## src/rtl/fir_sat_div_signed.sv

```systemverilog
// fir_sat_div_signed
// Sequential saturating signed 16-bit divider for the FIR datapath.
// Operands arrive over a valid/ready handshake. The quotient is produced by a
// 16-iteration radix-2 restoring division on operand magnitudes, then it is
// sign-corrected and presented over a second valid/ready handshake.
// Divide-by-zero and the single overflow case (-32768 / -1) bypass the
// iteration and return a saturated quotient.
// Optional feature macro: FIR_SATDIV_REM_EN adds the result_rem port, its
// output register and the remainder sign correction.

module fir_sat_div_signed (
    input  logic               system1000,
    input  logic               system1000_rstn,
    input  logic               in_valid,
    output logic               in_ready,
    input  logic signed [15:0] a,
    input  logic signed [15:0] b,
    output logic               out_valid,
    input  logic               out_ready,
    output logic signed [15:0] result,
    output logic               div_zero
`ifdef FIR_SATDIV_REM_EN
    ,
    output logic signed [15:0] result_rem
`endif
);

    typedef enum logic [1:0] {
        IDLE = 2'd0,
        CALC = 2'd1,
        DONE = 2'd2
    } state_t;

    state_t state;
    state_t state_next;

    // Operand and iteration registers.
    // Magnitudes are held as unsigned 16-bit values: |-32768| = 32768 fits.
    logic [15:0] dvd_mag;
    logic [15:0] dvs_mag;
    logic [15:0] part_rem;
    logic [15:0] quo;
    logic [3:0]  bit_cnt;
    logic        q_sign;
    logic        r_sign;
    logic        zero_case;
    logic        ovf_case;
`ifdef FIR_SATDIV_REM_EN
    logic signed [15:0] a_hold;
`endif

    logic        accept;
    logic        b_is_zero;
    logic        is_ovf;
    logic [15:0] a_mag;
    logic [15:0] b_mag;
    logic [16:0] shifted;
    logic [17:0] trial;
    logic        trial_ok;
    logic        unused_trial_msb;
    logic [15:0] q_signed;
    logic [15:0] sat_value;
`ifdef FIR_SATDIV_REM_EN
    logic [15:0] rem_signed;
`endif

    // The divider is ready exactly when it is idle; no path from in_valid.
    assign in_ready = (state == IDLE);
    assign accept   = in_valid && in_ready;

    assign b_is_zero = (b == 16'sd0);
    assign is_ovf    = (a == 16'sh8000) && (b == 16'shFFFF);

    assign a_mag = a[15] ? (16'd0 - $unsigned(a)) : $unsigned(a);
    assign b_mag = b[15] ? (16'd0 - $unsigned(b)) : $unsigned(b);

    // One restoring step: shift in the next dividend bit, trial-subtract.
    // The partial remainder stays below the divisor (<= 32768), so a
    // successful trial result always fits in 16 bits and bit 16 stays zero.
    assign shifted          = {part_rem, dvd_mag[bit_cnt]};
    assign trial            = {1'b0, shifted} - {2'b00, dvs_mag};
    assign trial_ok         = ~trial[17];
    assign unused_trial_msb = trial[16];

    // Sign correction of the finished quotient; truncation toward zero
    // falls out of dividing magnitudes.
    assign q_signed  = q_sign ? (16'd0 - quo) : quo;
    assign sat_value = r_sign ? 16'h8000 : 16'h7FFF;
`ifdef FIR_SATDIV_REM_EN
    assign rem_signed = r_sign ? (16'd0 - part_rem) : part_rem;
`endif

    // State register.
    always_ff @(posedge system1000 or negedge system1000_rstn) begin
        if (!system1000_rstn) begin
            state <= IDLE;
        end else begin
            state <= state_next;
        end
    end

    // Next-state logic: special operands skip CALC, CALC ends after bit 0.
    always_comb begin
        state_next = state;
        case (state)
            IDLE: begin
                if (accept) begin
                    if (b_is_zero || is_ovf) begin
                        state_next = DONE;
                    end else begin
                        state_next = CALC;
                    end
                end
            end
            CALC: begin
                if (bit_cnt == 4'd0) begin
                    state_next = DONE;
                end
            end
            DONE: begin
                if (out_valid && out_ready) begin
                    state_next = IDLE;
                end
            end
            default: begin
                state_next = IDLE;
            end
        endcase
    end

    // Operand capture on accept and one quotient bit per CALC cycle.
    always_ff @(posedge system1000 or negedge system1000_rstn) begin
        if (!system1000_rstn) begin
            dvd_mag   <= 16'd0;
            dvs_mag   <= 16'd0;
            part_rem  <= 16'd0;
            quo       <= 16'd0;
            bit_cnt   <= 4'd0;
            q_sign    <= 1'b0;
            r_sign    <= 1'b0;
            zero_case <= 1'b0;
            ovf_case  <= 1'b0;
`ifdef FIR_SATDIV_REM_EN
            a_hold    <= 16'sd0;
`endif
        end else if (accept) begin
            dvd_mag   <= a_mag;
            dvs_mag   <= b_mag;
            part_rem  <= 16'd0;
            quo       <= 16'd0;
            bit_cnt   <= 4'd15;
            q_sign    <= a[15] ^ b[15];
            r_sign    <= a[15];
            zero_case <= b_is_zero;
            ovf_case  <= is_ovf;
`ifdef FIR_SATDIV_REM_EN
            a_hold    <= a;
`endif
        end else if (state == CALC) begin
            part_rem <= trial_ok ? trial[15:0] : shifted[15:0];
            quo      <= {quo[14:0], trial_ok};
            bit_cnt  <= bit_cnt - 4'd1;
        end
    end

    // Output registers: loaded once on the first DONE cycle, then held
    // until the consumer takes the result.
    always_ff @(posedge system1000 or negedge system1000_rstn) begin
        if (!system1000_rstn) begin
            out_valid  <= 1'b0;
            result     <= 16'sd0;
            div_zero   <= 1'b0;
`ifdef FIR_SATDIV_REM_EN
            result_rem <= 16'sd0;
`endif
        end else if (state == DONE) begin
            if (!out_valid) begin
                out_valid <= 1'b1;
                if (zero_case) begin
                    result     <= sat_value;
                    div_zero   <= 1'b1;
`ifdef FIR_SATDIV_REM_EN
                    result_rem <= a_hold;
`endif
                end else if (ovf_case) begin
                    result     <= 16'sh7FFF;
                    div_zero   <= 1'b0;
`ifdef FIR_SATDIV_REM_EN
                    result_rem <= 16'sd0;
`endif
                end else begin
                    result     <= q_signed;
                    div_zero   <= 1'b0;
`ifdef FIR_SATDIV_REM_EN
                    result_rem <= rem_signed;
`endif
                end
            end else if (out_ready) begin
                out_valid <= 1'b0;
            end
        end
    end

endmodule
```

## config.mk

```make
export PLATFORM = sky130hd
export DESIGN_NAME = fir_sat_div_signed
export DESIGN_NICKNAME = d
export VERILOG_FILES = /design/src/rtl/fir_sat_div_signed.sv
export SDC_FILE = /design/constraint.sdc
export NUM_CORES = 1
export LEC_CHECK = 0
export CORE_UTILIZATION = 45
export CTS_CLUSTER_SIZE = 20
export DETAILED_ROUTE_END_ITERATION = 6
export PLACE_DENSITY = 0.74
export SLEW_MARGIN = 20
export SYNTH_ARGS = -nofsm -noshare
export SYNTH_HDL_FRONTEND = slang
export SYNTH_SLANG_ARGS = --single-unit
```

## constraint.sdc

```tcl
create_clock -name system1000 -period 8.1 [get_ports system1000]
set_clock_uncertainty 0.15 [all_clocks]
set_input_delay 0.81 -clock system1000 [delete_from_list [all_inputs] [get_ports system1000]]
set_output_delay 0.81 -clock system1000 [all_outputs]
set_load 0.005 [all_outputs]
```

==> results <==
- The run finished with clean final reports.
- Sequential cells were found to cover roughly two fifths of the synthesized design area.
- The post-place instance area is roughly 6400 sq um.
- Relative to the synthesized area, the layout overhead comes to 16.3%.
- The type of the worst setup path is flop to flop.
- The synthesis-stage register bit count is 92.
- The category of the worst setup path launch point is a flop.
- The number of antenna diodes in the final layout is 0.
- The share of the cycle needed by the critical path after routing is between 40 and 50%.
- The iteration-0 DRC count of the detailed router is between 300 and 400.
- Of all flip-flops after synthesis, the portion carrying an async set or reset was between 90% and 100%.
- The cell that appears most often on the critical path is sky130_fd_sc_hd__mux4_2.
- The total of hold buffers inserted after clock tree synthesis is 0.
- The routed design has between 10000 and 15000 microns of wire.
- The number of antenna violations at the first check in global routing is 0.
- The total count of hold-check failures in the final report is 0.
- The wire length of the first global-routing pass is approximately 22000 microns.
- Clock-pin slew was measured on the worst setup and hold paths at 0.07 ns.
- The slowest stage of the critical path is the sky130_fd_sc_hd__o211ai_2 cell.
- The simple-gate share of the synthesized area is 17.9%.
- The floorplan step defined a die boundary enclosing 13200 sq um.
- The overall track demand over capacity in global routing is between 20% and 30%.
- The synthesized design devotes to its leading area cell type approximately two fifths of total area.
- The number of maximum-capacitance constraint violations is 0.
- The count of pins over their slew limit was 0.
- The layout cell share with drive strength beyond 1 is between 7 and 8%.
- The path class of the tightest hold or removal check is input pin to asynchronous set/reset pin.
- The worst path meets setup with ~4.2 ns of slack.
- In this design, the largest share of critical-path delay is due to compound AO/OA/AOI/OAI gates.
- Counting along the longest clock path gives a buffer depth of 2.
- The via count is just under 5000.
- After detailed routing, the number of vias per cell comes to roughly 5.6.
- Along the worst path, the maximum fanout reaches 14.
- The first detailed-routing pass took 5 iterations.
- TritonCTS built the clock tree.
- The register area is approximately 2300 sq um.
- Of all cell types, the one taking the most synthesized area is sky130_fd_sc_hd__dfrtp_1.
- CTS saw 92 sinks.
- The total core area is ~12000 sq um.
- The average instance in the mapped netlist occupies approximately 8.7 sq um.
- Once the clock tree was built, the resizer swapped 0 gates to a different size.
- The total number of yosys warnings is 0.
- The sum of negative setup slack is 0 ns.
- The cell sitting at the root of the clock tree is a sky130_fd_sc_hd__clkbuf_16.
- The width of the die is about 120 microns.
- The post-layout minimum cycle time is approximately 3.9 ns.
- The initial core utilization is between 40% and 50%.
- The number of rows created at floorplan is 40.
- In the final layout, the multi-input gates occupy ~3200 sq um.
- The wire length per cell is 14.8 microns.
- For the pin with the worst max-slew slack, the measured transition is between 0.9 and 1 ns.
- The net total in the final layout is around 750.
- The number of flops mapped to enable cells by yosys is 0.
- The stage delay of the slowest cell on the critical path is 0.59 ns.
- The post-DP HPWL is 9330 microns.
- The global placement routability congestion is about 0.87.
- The via count of the first global-routing pass came to ~4500.
- The overflow left after global routing is 0.
- The number of nets in the synthesized netlist is just over 700.
- In this run the tightest slew margin relative to its limit is 35.8%.
- The die is 115 microns tall.
- The main combinational cell family by area after synthesis is compound AO/OA/AOI/OAI gates.
- Setup repair after global routing left no endpoint under its margin.
- The number of placed I/O pins is 55.
- Timing would allow up to ~260 MHz.
- OpenSTA, run right after detailed placement, puts the worst setup slack at approximately 4.2 ns.
- The later pin in the worst-skew pair is clocked with a latency of between 0.3 and 0.4 ns.
- Counting both buffers and inverters, the worst setup path holds a total of 1.
- The area share of fa/ha/maj cells after synthesis is 4.92%.
- The required time at the endpoint of the critical path is between 8 and 9 ns.
- In the post-synthesis netlist, the biggest area contributors are sky130_fd_sc_hd__dfrtp_1 40%, sky130_fd_sc_hd__o21ai_0 8.3%, sky130_fd_sc_hd__nand2_1 7.4%.
- In this run, CTS created clock tree buffers numbering 9.
- The number of distinct library cell variants in the gate-level netlist after synthesis is 61.
- The deepest level of the CTS H-tree is 3.
- Buffers placed on the I/O ports in this run total between 50 and 60.
- The signal on the critical path passes through mux4_2 > mux4_2 > inv_1 > ha_1 > nor2b_1 > o2111ai_1 > a21oi_2 > o211ai_2 > a211oi_1 > a311o_1.
- The proportion of synthesized area in mux cells is ~2.7%.
- The cell count after synthesis came out at 660.
- The kind of end point of the critical path is a flop.
- Among all flip-flop cells after synthesis, the most frequent one is sky130_fd_sc_hd__dfrtp_1.
- After synthesis the cells add up to 5750 sq um.
- After detailed routing, the number of remaining DRC violations is 0.
- The final setup violation count is 0.
- The pin count of the biggest net entering global routing is 79.
- The endpoint arrival time on the critical path is 3.96 ns.
- The compound-cell area share of the yosys netlist is between 20% and 30%.
- Power spread over the standard cell area amounts to around 420 nW/um^2.
- The remaining antenna violation count after routing is 0.
- For this design the static power due to leakage is 2.84 nW.
- The finished cells cover 6690 sq um.
- Of the total synthesized cell area, the portion taken by XOR and XNOR cells is 8.38%.
- The peak supply drop is 0.151 mV.
- The fill cell instance count of the final layout is roughly 1100.
- Once the clock tree was built, the setup fixing pass inserted 0 buffers.
layer usage:
| layer | global-route usage (%) | part of all wire, % | routed length [microns] | vias up |
|---|---|---|---|---|
| li1 | - | - | - | 2407 |
| met1 | 28.3 | 48 | 6100 | 2265 |
| met2 | 33.0 | 46 | 5910 | 121 |
| met3 | 2.90 | 4.6 | 582 | 16 |
| met4 | 7.71 | 1.4 | 179 | 0 |
| met5 | 0 | 0 | 0 | - |
worst paths after layout:
kind	startpoint	end	slack, ns	cells past startpoint
max	bit_cnt[0]$_DFFE_PN0P_	part_rem[10]$_DFFE_PN0P_	4.22	10
min	system1000_rstn	result[8]$_DFFE_PN0P_	0.25	1
max reg2reg	bit_cnt[0]$_DFFE_PN0P_	part_rem[10]$_DFFE_PN0P_	4.22	10
min reg2reg	ovf_case$_DFFE_PN0P_	ovf_case$_DFFE_PN0P_	0.33	2
max in group asynchronous	system1000_rstn	dvs_mag[14]$_DFFE_PN0P_	6.44	2
min in group system1000	ovf_case$_DFFE_PN0P_	ovf_case$_DFFE_PN0P_	0.33	2
worst register-to-register path, cell delays in order, from the launching register on:
cell	delay [ns]
sky130_fd_sc_hd__dfrtp_1	0.55
sky130_fd_sc_hd__mux4_2	0.55
sky130_fd_sc_hd__mux4_2	0.50
sky130_fd_sc_hd__inv_1	0.07
sky130_fd_sc_hd__ha_1	0.16
sky130_fd_sc_hd__nor2b_1	0.08
sky130_fd_sc_hd__o2111ai_1	0.47
sky130_fd_sc_hd__a21oi_2	0.16
sky130_fd_sc_hd__o211ai_2	0.59
sky130_fd_sc_hd__a211oi_1	0.17
sky130_fd_sc_hd__a311o_1	0.31
flip-flops by register name, summed over array words and instances, names as in the netlist:
register	cells
result	16
r_sign	1
dvs_mag	16
dvd_mag	16
bit_cnt	4
q_sign	1
div_zero	1
part_rem	16
quo	16
state	2
out_valid	1
zero_case	1
ovf_case	1
where the power goes:
| part | switching, mW | internal (mW) | total, mW |
|---|---|---|---|
| Combinational | 0.879 | 0.662 | 1.54 |
| Sequential | 0.181 | 0.647 | 0.829 |
| Clock | 0.182 | 0.251 | 0.433 |
kinds of logic after synthesis:
group / count (synthesis)
compound gates: 198
fa+ha+maj: 22
simple gates: 217
buf+inv: 67
mux: 9
xor+xnor: 55
flops: 92
synthesized netlist by cell type (12+ instances only):
library cell / n
sky130_fd_sc_hd__nand3_1: 21
sky130_fd_sc_hd__inv_1: 26
sky130_fd_sc_hd__nor2_1: 18
sky130_fd_sc_hd__o31ai_1: 18
sky130_fd_sc_hd__xor2_1: 38
sky130_fd_sc_hd__xnor2_1: 17
sky130_fd_sc_hd__ha_1: 21
sky130_fd_sc_hd__dfrtp_1: 92
sky130_fd_sc_hd__o21ai_0: 95
sky130_fd_sc_hd__a21oi_1: 21
sky130_fd_sc_hd__clkbuf_1: 32
sky130_fd_sc_hd__nand2_1: 114
sky130_fd_sc_hd__o211ai_1: 13
sky130_fd_sc_hd__nand4_1: 12
placed cells by master, fill, tap and decap left out, types with 5 or more instances in the layout:
master	Yosys	routed
sky130_fd_sc_hd__xor2_1	38	38
sky130_fd_sc_hd__or2_2	5	5
sky130_fd_sc_hd__nor3_1	8	8
sky130_fd_sc_hd__clkbuf_16	0	9
sky130_fd_sc_hd__nand2_1	114	113
sky130_fd_sc_hd__nand4_1	12	12
sky130_fd_sc_hd__a21o_1	8	8
sky130_fd_sc_hd__o31ai_1	18	18
sky130_fd_sc_hd__inv_1	26	26
sky130_fd_sc_hd__o21ai_0	95	95
sky130_fd_sc_hd__dfrtp_1	92	92
sky130_fd_sc_hd__nand2b_1	6	6
sky130_fd_sc_hd__o41ai_1	6	6
sky130_fd_sc_hd__clkdlybuf4s50_1	0	53
sky130_fd_sc_hd__xnor2_1	17	17
sky130_fd_sc_hd__or3_1	5	5
sky130_fd_sc_hd__o211ai_1	13	13
sky130_fd_sc_hd__and3_1	8	8
sky130_fd_sc_hd__nor2_1	18	18
sky130_fd_sc_hd__ha_1	21	21
sky130_fd_sc_hd__mux4_2	5	5
sky130_fd_sc_hd__a21oi_1	21	21
sky130_fd_sc_hd__nand3_1	21	21
sky130_fd_sc_hd__buf_4	0	5
stage by stage:
| step | power (mW) | hold slack [ns] | instances | util, % |
|---|---|---|---|---|
| floorplan | 1.99 | 0.292 | 660 | - |
| global placement | 2.30 | 0.304 | 845 | 52.2 |
| detailed placement | 2.36 | 0.314 | 845 | 52.2 |
| CTS | 2.80 | 0.259 | 861 | 54.8 |
| global route | 3.05 | 0.278 | 861 | 54.8 |
| finish | 2.80 | 0.251 | 861 | 54.8 |
cell type report:
| type | count | area share [%] |
|---|---|---|
| inverters | 26 | 1.46 |
| clock buffers | 10 | 3.57 |
| well taps | 168 | 3.14 |
| clock inverters | 6 | 1.03 |
| multi-input cells | 501 | 47.9 |
| flip-flops and latches | 92 | 34.4 |
| repair buffers | 58 | 8.49 |
(Power assumes the default switching activity.)
